[config.mk]
export PLATFORM = sky130hd
export DESIGN_NAME = ui_sub_operand_join
export DESIGN_NICKNAME = d
export VERILOG_FILES = /design/src/rtl/ui_math_pkg.sv /design/src/rtl/ui_fifo_sync.sv /design/src/rtl/ui_sub_operand_join.sv
export SDC_FILE = /design/constraint.sdc
export NUM_CORES = 2
export LEC_CHECK = 0
export ABC_AREA = 0
export CORE_ASPECT_RATIO = 1.25
export CORE_MARGIN = 2
export CORE_UTILIZATION = 53
export CTS_BUF_LIST = sky130_fd_sc_hd__clkbuf_8 sky130_fd_sc_hd__clkbuf_16
export DETAILED_ROUTE_END_ITERATION = 6
export PLACE_DENSITY = 0.77
export SETUP_SLACK_MARGIN = 0.2
export SLEW_MARGIN = 5
export SYNTH_ARGS = -nofsm -noshare
export SYNTH_HDL_FRONTEND = slang
export SYNTH_SLANG_ARGS = --single-unit
[constraint.sdc]
create_clock -name clk -period 6.85 [get_ports clk]
set_clock_uncertainty 0.05 [all_clocks]
set_input_delay 1.0275 -clock clk [delete_from_list [all_inputs] [get_ports clk]]
set_output_delay 1.0275 -clock clk [all_outputs]
set_load 0.02 [all_outputs]
[src/rtl/ui_math_pkg.sv]
// ui_math_pkg
// Shared constants and helpers for the unsigned math-core wrappers.
//   UI_DEFAULT_N : default operand width in bits
//   clog2()      : ceiling log2, usable in parameter expressions
//   hs_fire()    : valid/ready handshake completes this cycle
package ui_math_pkg;

  localparam int UI_DEFAULT_N = 64;

  // Ceiling log2 with a fixed loop bound so it elaborates as a constant.
  function automatic int clog2(input int value);
    int r;
    r = 0;
    for (int i = 0; i < 32; i++) begin
      if ((32'sd1 <<< i) < value) begin
        r = i + 1;
      end else begin
        r = r;
      end
    end
    return r;
  endfunction

  function automatic logic hs_fire(input logic valid, input logic ready);
    return valid & ready;
  endfunction

endpackage

[src/rtl/ui_fifo_sync.sv]
// ui_fifo_sync
// Small synchronous FIFO with an occupancy counter.
// Parameters: N (data width), DEPTH (entries, power of two, 2..64).
// Ports:
//   clk, rstn : rising-edge clock, synchronous active-low reset
//   clr       : synchronous clear (empties the FIFO)
//   push, din : write request and data; ignored while full
//   pop, dout : read request; dout shows the head entry
//   full, empty, level : status derived from the registered counter
import ui_math_pkg::*;

module ui_fifo_sync #(
  parameter int N     = UI_DEFAULT_N,
  parameter int DEPTH = 4,
  localparam int AW   = clog2(DEPTH)
) (
  input  logic          clk,
  input  logic          rstn,
  input  logic          clr,
  input  logic          push,
  input  logic          pop,
  input  logic [N-1:0]  din,
  output logic [N-1:0]  dout,
  output logic          full,
  output logic          empty,
  output logic [AW:0]   level
);

  logic [N-1:0]  mem_q [DEPTH];
  logic [N-1:0]  mem_d [DEPTH];
  logic [AW-1:0] wr_ptr_q, wr_ptr_d;
  logic [AW-1:0] rd_ptr_q, rd_ptr_d;
  logic [AW:0]   cnt_q, cnt_d;
  logic          push_ok_s, pop_ok_s;

  assign full      = (cnt_q == (AW+1)'(DEPTH));
  assign empty     = (cnt_q == (AW+1)'(0));
  assign level     = cnt_q;
  assign dout      = mem_q[rd_ptr_q];
  // A full FIFO refuses a push even if it pops in the same cycle.
  assign push_ok_s = push & ~full;
  assign pop_ok_s  = pop & ~empty;

  // Next-state for storage, pointers and occupancy.
  always_comb begin
    mem_d    = mem_q;
    wr_ptr_d = wr_ptr_q;
    rd_ptr_d = rd_ptr_q;
    cnt_d    = cnt_q;
    if (clr) begin
      wr_ptr_d = AW'(0);
      rd_ptr_d = AW'(0);
      cnt_d    = (AW+1)'(0);
    end else begin
      if (push_ok_s) begin
        mem_d[wr_ptr_q] = din;
        wr_ptr_d        = wr_ptr_q + AW'(1);
      end else begin
        wr_ptr_d = wr_ptr_q;
      end
      if (pop_ok_s) begin
        rd_ptr_d = rd_ptr_q + AW'(1);
      end else begin
        rd_ptr_d = rd_ptr_q;
      end
      case ({push_ok_s, pop_ok_s})
        2'b10:   cnt_d = cnt_q + (AW+1)'(1);
        2'b01:   cnt_d = cnt_q - (AW+1)'(1);
        default: cnt_d = cnt_q;
      endcase
    end
  end

  // State registers; storage is zeroed on reset so dout is never X.
  always_ff @(posedge clk) begin
    if (!rstn) begin
      for (int i = 0; i < DEPTH; i++) begin
        mem_q[i] <= '0;
      end
      wr_ptr_q <= AW'(0);
      rd_ptr_q <= AW'(0);
      cnt_q    <= (AW+1)'(0);
    end else begin
      mem_q    <= mem_d;
      wr_ptr_q <= wr_ptr_d;
      rd_ptr_q <= rd_ptr_d;
      cnt_q    <= cnt_d;
    end
  end

endmodule

[src/rtl/ui_sub_operand_join.sv]
// ui_sub_operand_join
// Pairs two independent operand streams (minuend A, subtrahend B) in strict
// arrival order and presents each pair from a registered valid/ready output.
// Parameters: N (operand width), DEPTH (entries per operand FIFO).
// Ports:
//   clk, rstn          : rising-edge clock, synchronous active-low reset
//   flush              : synchronous clear of both FIFOs and the output
//   a_data/a_valid/a_ready, b_data/b_valid/b_ready : input streams
//   out_a/out_b/out_valid/out_ready                : paired output
// Optional build macro UI_SUB_JOIN_STATS_EN adds pair_cnt, a_level, b_level.
import ui_math_pkg::*;

module ui_sub_operand_join #(
  parameter int N     = UI_DEFAULT_N,
  parameter int DEPTH = 4,
  localparam int AW   = clog2(DEPTH)
) (
  input  logic          clk,
  input  logic          rstn,
  input  logic          flush,
  input  logic [N-1:0]  a_data,
  input  logic          a_valid,
  output logic          a_ready,
  input  logic [N-1:0]  b_data,
  input  logic          b_valid,
  output logic          b_ready,
  output logic [N-1:0]  out_a,
  output logic [N-1:0]  out_b,
  output logic          out_valid,
`ifdef UI_SUB_JOIN_STATS_EN
  output logic [31:0]   pair_cnt,
  output logic [AW:0]   a_level,
  output logic [AW:0]   b_level,
`endif
  input  logic          out_ready
);

  logic [N-1:0] a_head_s, b_head_s;
  logic         a_full_s, a_empty_s, b_full_s, b_empty_s;
  logic [AW:0]  a_level_s, b_level_s;
  logic         load_s, out_fire_s;

  logic [N-1:0] out_a_q, out_a_d;
  logic [N-1:0] out_b_q, out_b_d;
  logic         out_valid_q, out_valid_d;

  // Ready depends only on registered FIFO state, never on out_ready.
  assign a_ready    = ~a_full_s;
  assign b_ready    = ~b_full_s;
  assign out_fire_s = hs_fire(out_valid_q, out_ready);
  // The output register takes a new pair when it is empty or being drained.
  assign load_s     = ~a_empty_s & ~b_empty_s & (~out_valid_q | out_ready);

  ui_fifo_sync #(.N(N), .DEPTH(DEPTH)) u_fifo_a (
    .clk   (clk),
    .rstn  (rstn),
    .clr   (flush),
    .push  (hs_fire(a_valid, a_ready)),
    .pop   (load_s),
    .din   (a_data),
    .dout  (a_head_s),
    .full  (a_full_s),
    .empty (a_empty_s),
    .level (a_level_s)
  );

  ui_fifo_sync #(.N(N), .DEPTH(DEPTH)) u_fifo_b (
    .clk   (clk),
    .rstn  (rstn),
    .clr   (flush),
    .push  (hs_fire(b_valid, b_ready)),
    .pop   (load_s),
    .din   (b_data),
    .dout  (b_head_s),
    .full  (b_full_s),
    .empty (b_empty_s),
    .level (b_level_s)
  );

  // Output register next-state: flush, load a pair, drain, or hold.
  always_comb begin
    out_a_d     = out_a_q;
    out_b_d     = out_b_q;
    out_valid_d = out_valid_q;
    if (flush) begin
      out_a_d     = '0;
      out_b_d     = '0;
      out_valid_d = 1'b0;
    end else if (load_s) begin
      out_a_d     = a_head_s;
      out_b_d     = b_head_s;
      out_valid_d = 1'b1;
    end else if (out_fire_s) begin
      out_valid_d = 1'b0;
    end else begin
      out_valid_d = out_valid_q;
    end
  end

  // Output register.
  always_ff @(posedge clk) begin
    if (!rstn) begin
      out_a_q     <= '0;
      out_b_q     <= '0;
      out_valid_q <= 1'b0;
    end else begin
      out_a_q     <= out_a_d;
      out_b_q     <= out_b_d;
      out_valid_q <= out_valid_d;
    end
  end

  assign out_a     = out_a_q;
  assign out_b     = out_b_q;
  assign out_valid = out_valid_q;

`ifdef UI_SUB_JOIN_STATS_EN
  logic [31:0] pair_cnt_q, pair_cnt_d;

  // Pair counter next-state; wraps naturally at 2^32.
  always_comb begin
    pair_cnt_d = pair_cnt_q;
    if (flush) begin
      pair_cnt_d = 32'd0;
    end else if (out_fire_s) begin
      pair_cnt_d = pair_cnt_q + 32'd1;
    end else begin
      pair_cnt_d = pair_cnt_q;
    end
  end

  // Pair counter register.
  always_ff @(posedge clk) begin
    if (!rstn) begin
      pair_cnt_q <= 32'd0;
    end else begin
      pair_cnt_q <= pair_cnt_d;
    end
  end

  assign pair_cnt = pair_cnt_q;
  assign a_level  = a_level_s;
  assign b_level  = b_level_s;
`else
  // Occupancy is only exported in the stats build.
  logic level_unused_s;
  assign level_unused_s = ^{a_level_s, b_level_s};
`endif

endmodule

# --- Word-level counts from Yosys, hierarchy flattened ---
# Cells that the tools add are included.
word_totals:
  out_inout_bits: 131
  register_bits: 835
  word_cells: 84
op_classes:
  mux: 16
  n_lt_le_gt_ge: 6
  n_eq_ne: 6
  n_addsub: 8
  n_reduce_logical: 10
  n_bitwise: 21
ops:
  columns: ["cell", "n"]
  rows:
  - ["256-bit bitwise mux", 2]
  - ["64-bit two-way mux", 6]
  - ["64-bit binary-select mux with 2-bit select", 2]
  - ["64-bit demux with 2-bit select", 2]
  - ["33-bit by 3-bit greater-or-equal comparator with 1-bit output, second input constant", 4]
  - ["32-bit NOT with 33-bit output", 4]
  - ["33-bit case mux with 2 select lines", 2]
  - ["32-bit by 1-bit adder with 32-bit output, second input constant", 4]
  - ["33-bit by 1-bit adder with 33-bit output, second input constant", 2]
  - ["33-bit by 3-bit == test with 1-bit output, second input constant", 2]
  - ["33-bit zero test", 2]
  - ["33-bit by 1-bit less-than comparator with 1-bit output, second input constant", 2]
  - ["33-bit by 1-bit subtractor with 33-bit output, second input constant", 2]
  - ["1-bit AND", 9]
  - ["1-bit NOT", 7]
  - ["2-bit nonzero test", 3]
  - ["2-bit by 1-bit == test with 1-bit output, second input constant", 2]
  - ["2-bit == test, second input constant", 2]
  - ["2-bit AND reduction", 2]
  - ["1-bit logical AND", 2]
  - ["1-bit two-way mux", 2]
  - ["2-bit OR reduction", 1]
  - ["1-bit OR", 1]

# --- Depth between registers and ports, before layout ---
depth:
  depth_word: 7
  ltp_mapped: 19

# --- Hierarchy ---
# A second synthesis with hierarchy kept.
unflattened:
  cells_unflattened: 4073
  area_unflattened_um2: 36023.3
by_module_without_submodules:
  columns: ["mod", "area_per_inst_um2", "seq_area_each_um2", "instances", "cells_per_inst"]
  rows:
  - ["ui_fifo_sync at u_fifo_a", 15438.6, 6466.2, 1, 1741]
  - ["ui_fifo_sync at u_fifo_b", 15399.8, 6466.2, 1, 1767]
  - ["ui_sub_operand_join", 5185.0, 2582.5, 1, 565]

# --- Worst setup path before layout ---
# No wires, ideal clock.
synth_timing:
  kind: "input-to-reg"
  start: "in out_ready"
  end: "reg u_fifo_b.cnt_q[25], in the netlist u_fifo_b.level[25]"
  required_ns: 6.721
  arrival_ns: 4.961
  slack_ns: 1.760
  cell_stages: 16
  cell_sequence: "nand2b_1 > nand2_1 > clkbuf_1 > clkbuf_1 > inv_1 > ha_1 > ha_1 > o21a_1 > o211ai_1 > o21a_2 > o31ai_4 > a2111oi_4 > o31ai_2 > or3_1 > a311o_1 > o211ai_1"
synth_between:
  elab_chain_cells: 5
  elab_cells_between_ends: 7
synth_lines:
  columns: ["element", "line_no", "source"]
  rows:
  - ["start: declaration", "ui_sub_operand_join.sv:35", "input logic out_ready"]
  - ["1-bit OR *", "ui_sub_operand_join.sv:52", "assign load_s = ~a_empty_s & ~b_empty_s & (~out_valid_q | out_ready);"]
  - ["1-bit AND *", "ui_sub_operand_join.sv:52", null]
  - ["1-bit AND *", "ui_fifo_sync.sv:42", "assign pop_ok_s = pop & ~empty;"]
  - ["via u_fifo_b.pop_ok_s", "ui_fifo_sync.sv:34", "logic push_ok_s, pop_ok_s;"]
  - ["2-bit by 1-bit == test with 1-bit output or 2-bit == test (tied branches)", "ui_fifo_sync.sv:66", "case ({push_ok_s, pop_ok_s})"]
  - ["33-bit case mux with 2 select lines or 2-bit nonzero test (tied branches)", null, null]
  - ["end signal: assignment", "ui_fifo_sync.sv:82", "cnt_q <= (AW+1)'(0);"]
  - ["end signal: assignment", "ui_fifo_sync.sv:87", "cnt_q <= cnt_d;"]
  - ["end: declaration", "ui_fifo_sync.sv:33", "logic [AW:0] cnt_q, cnt_d;"]
# The timed path passes the listed nets; every way through them passes the cells marked *.
# A chain may end at the register's enable or synchronous reset.

# --- Final worst setup path ---
layout_timing:
  start: "reg u_fifo_b.cnt_q[0], in the netlist u_fifo_b.level[0]"
  end: "reg u_fifo_b.cnt_q[27], in the netlist u_fifo_b.level[27]"
layout_between:
  elab_chain_cells: 7
  elab_cells_between_ends: 15
layout_lines:
  columns: ["element"]
  rows:
  - ["parallel branches: the longest is 7 deep, another holds 33-bit by 1-bit subtractor with 33-bit output"]
# Several ways; the timed one is not identified.

==> results_dict.tcl <==
set metrics [dict create \
    status "finished, final reports clean" \
    clock_path_buffers 3 \
    dr.pass1.iters 6 \
    coreArea_mm2 0.06529 \
    intPower_w 0.009266 \
    synth_warnings 0 \
    fin_tns_setup_ps 0 \
    ctsHtreeMaxLevel 3 \
    cts_hold_buf 0 \
    grtUsageTotal_pct 26.74 \
    p_sw_share_pct 40.32 \
    ant_nets 0 \
    power_frac_clock_pct 28.6 \
    total_power_w 0.01553 \
    grt-ovfl-total 0 \
    place_congestion 0.8695 \
    final_util_pct 62.13 \
    num_rows 105 \
    fin_hold_ws_ps 401.2 \
    r2r_start "u_fifo_b.level[0]$_SDFFE_PP0P_" \
    post-route-period-util_pct 77.98 \
    hold_violations 0 \
    wl_per_cell_um 18.29 \
    power_switching_w 0.006259 \
    cp-start-kind "flip-flop" \
    p_seq_share_pct 32.2 \
    drtIter0Drc 1769 \
    remaining_drc_errors 0 \
    grt_pass1_vias 27950 \
    worst_ep_required_time_ps 7310 \
    cts_resized 0 \
    drive_gt1_share_pct 7.910 \
    netlist_area_mm2 0.03483 \
    synthTopCellsByCount "nand2_1 (1256), dfxtp_1 (775), a21boi_0 (449)" \
    fin_nets 4287 \
    tightest_slew_ps 1147 \
    peakVddDrop_uv 479.3 \
    synthCells 3958 \
    max_freq_mhz 187.2 \
    dp_slack_ps 1389 \
    cap_violations 0 \
    synthDistinctLibCells 73 \
    yosysSeqAreaShare_pct 44.55 \
    synth_flop_cell "dfxtp_1" \
    hold_path_class "flip-flop to flip-flop" \
    clk-insertion-delay-late_ps 650 \
    io_buffers 264 \
    antenna_found_initial 20 \
    die_h_um 290.6 \
    rsz0062_at_grt "false" \
    setup_slack_ps 1508 \
    start_util_pct 53.34 \
    setup_viol 0 \
    hpwl_um 53840 \
    synth_top_cell_by_area "dfxtp_1" \
    cp_max_fo 16 \
    report.final.slew_viol_count 0 \
    p_leak_nw 14.35 \
    die_w_um 233.3 \
    syn_area_per_cell_um2 8.799 \
    pin_count 265 \
    cts_made_buffers 80 \
    vias 28190 \
    cts_num_sinks 775 \
    hold_start "out_a[45]$_SDFFE_PP0N_" \
    wl_um 91490 \
    comb_power_share_pct 39.2 \
    cts_tree "built" \
    cts_root_buf "clkbuf_16" \
    grt_pass1_wl_um 146500 \
    setup.worst_path.class "flip-flop to flip-flop" \
    viasPerCell 5.637 \
    synth_top_area_share_pct 44.55 \
    relSlewSlack_pct 23.54 \
    synth_edf_count 0 \
    crit_start "u_fifo_b.level[0]$_SDFFE_PP0P_" \
    crit_path_end_kind "flip-flop" \
    ys_ff_latch 775 \
    die-area_mm2 0.06779 \
    synthTopCellsByArea "dfxtp_1 (45%), nand2_1 (14%), a21boi_0 (9.7%)" \
    synthArstFlopShare_pct 0 \
    grt_max_degree 182 \
    cp.arrival_ps 5800 \
    yosysMostFrequentCell "nand2_1" \
    finalCriticalPeriod_ps 5342 \
    area_growth_pct 16.49 \
    syn_nets 4166 \
    cts_setup_buffers 0 \
    powerDensity_mw_per_mm2 382.7 \
    clk_pin_slew_ps 60 \
]
final timing paths:
check                                                       end  slack (ps)  cells after the start
worst max-delay path            u_fifo_b.level[27]$_SDFFE_PP0P_        1510                     14
worst min-delay path                     out_a[45]$_SDFFE_PP0N_         400                      2
worst max register to register  u_fifo_b.level[27]$_SDFFE_PP0P_        1510                     14
worst min register to register           out_a[45]$_SDFFE_PP0N_         400                      2
kinds of logic (layout without fill, tap and decap cells):
group                      after synthesis  after routing  share of synthesized area, %
AOI/OAI and AO/OA                      839            839                         16.45
xor gates and xnor gates               104            104                         2.615
adders and majority gates               74             74                         2.702
buffers and inverters                  288            464                         3.298
DFF                                    775            775                         44.55
muxes                                  204            204                         10.46
other                                    0             12                             0
and+or+nand+nor                       1674           1674                         19.92
flip-flops by register name, indices dropped and copies added (netlist names):
name               cells
u_fifo_a.mem_q       256
u_fifo_b.mem_q       256
out_a                 64
out_b                 64
u_fifo_a.level        33
u_fifo_b.level        33
u_fifo_a.wr_ptr_q     32
u_fifo_b.wr_ptr_q     32
u_fifo_a.rd_ptr_q      2
u_fifo_b.rd_ptr_q      2
out_valid              1
layout by cell type, fill, tap and decap left out, types with 4 or more instances in the layout:
cell,count
a211oi_1,12
a21boi_0,449
a21o_1,29
a21oi_1,225
a31oi_1,10
and2_1,11
and2_2,7
and3_1,17
and4_1,7
buf_4,37
bufinv_16,7
clkbuf_16,80
clkbuf_8,15
clkdlybuf4s50_1,263
clkinv_2,8
dfxtp_1,771
dfxtp_4,4
diode_2,12
ha_1,72
inv_1,40
mux2i_1,76
mux4_2,128
nand2_1,1248
nand2_2,7
nand2b_1,7
nand3_1,48
nand4_1,31
nor2_1,136
nor2b_1,70
nor3_1,27
nor4_1,33
o211ai_1,7
o21a_1,8
o21ai_0,44
o21bai_1,14
or3_1,11
xnor2_1,37
xor2_1,67
area by class of cell:
cell class | instances | area (um2)
Clock buffer | 95 | 2208
Timing Repair Buffer | 302 | 2945
Antenna cell | 12 | 30.03
Sequential cell | 775 | 15530
Inverter | 25 | 96.34
Fill cell | 5527 | 24720
Tap cell | 856 | 1071
Multi-Input combinational cell | 2895 | 18210
Clock inverter | 42 | 479.2
through the flow:
step	cell area [um2]	std cells
2_1_floorplan	34830	3958
3_3_place_gp	37850	4853
3_5_place_dp	37850	4853
4_1_cts	40540	4990
5_1_grt	40570	5002
6_report	40570	5002
critical path, cell delays in order (launching register included):
cell	delay, ps
dfxtp_1	360
nor4_1	400
nand4_1	220
o41ai_2	740
ha_1	740
ha_1	370
a211oi_1	300
o21bai_1	180
o211ai_2	290
o31ai_4	120
a2111oi_4	430
o31ai_2	160
o311ai_0	550
a2111o_1	240
nand3_1	70
power by group through the flow:
stage | Clock [W] | Sequential, W | Combinational, W
after floorplan | 0 | 0.00498 | 0.00445
after global placement | 0 | 0.00510 | 0.00599
after detailed placement | 0 | 0.00510 | 0.00606
after CTS | 0.00451 | 0.00501 | 0.00608
after global routing | 0.00468 | 0.00504 | 0.00670
final | 0.00444 | 0.00500 | 0.00609
routing by layer:
| layer | share of wire, % | GRT usage, % | up-vias |
|---|---|---|---|
| met3 | 6.0 | 4.405 | 135 |
| met5 | 0.12 | 0 | - |
| met1 | 43 | 34.29 | 13600 |
| li1 | - | - | 13730 |
| met4 | 2.6 | 9.911 | 16 |
| met2 | 49 | 45.05 | 716 |
Note: power is estimated with default switching activity, not from simulation.
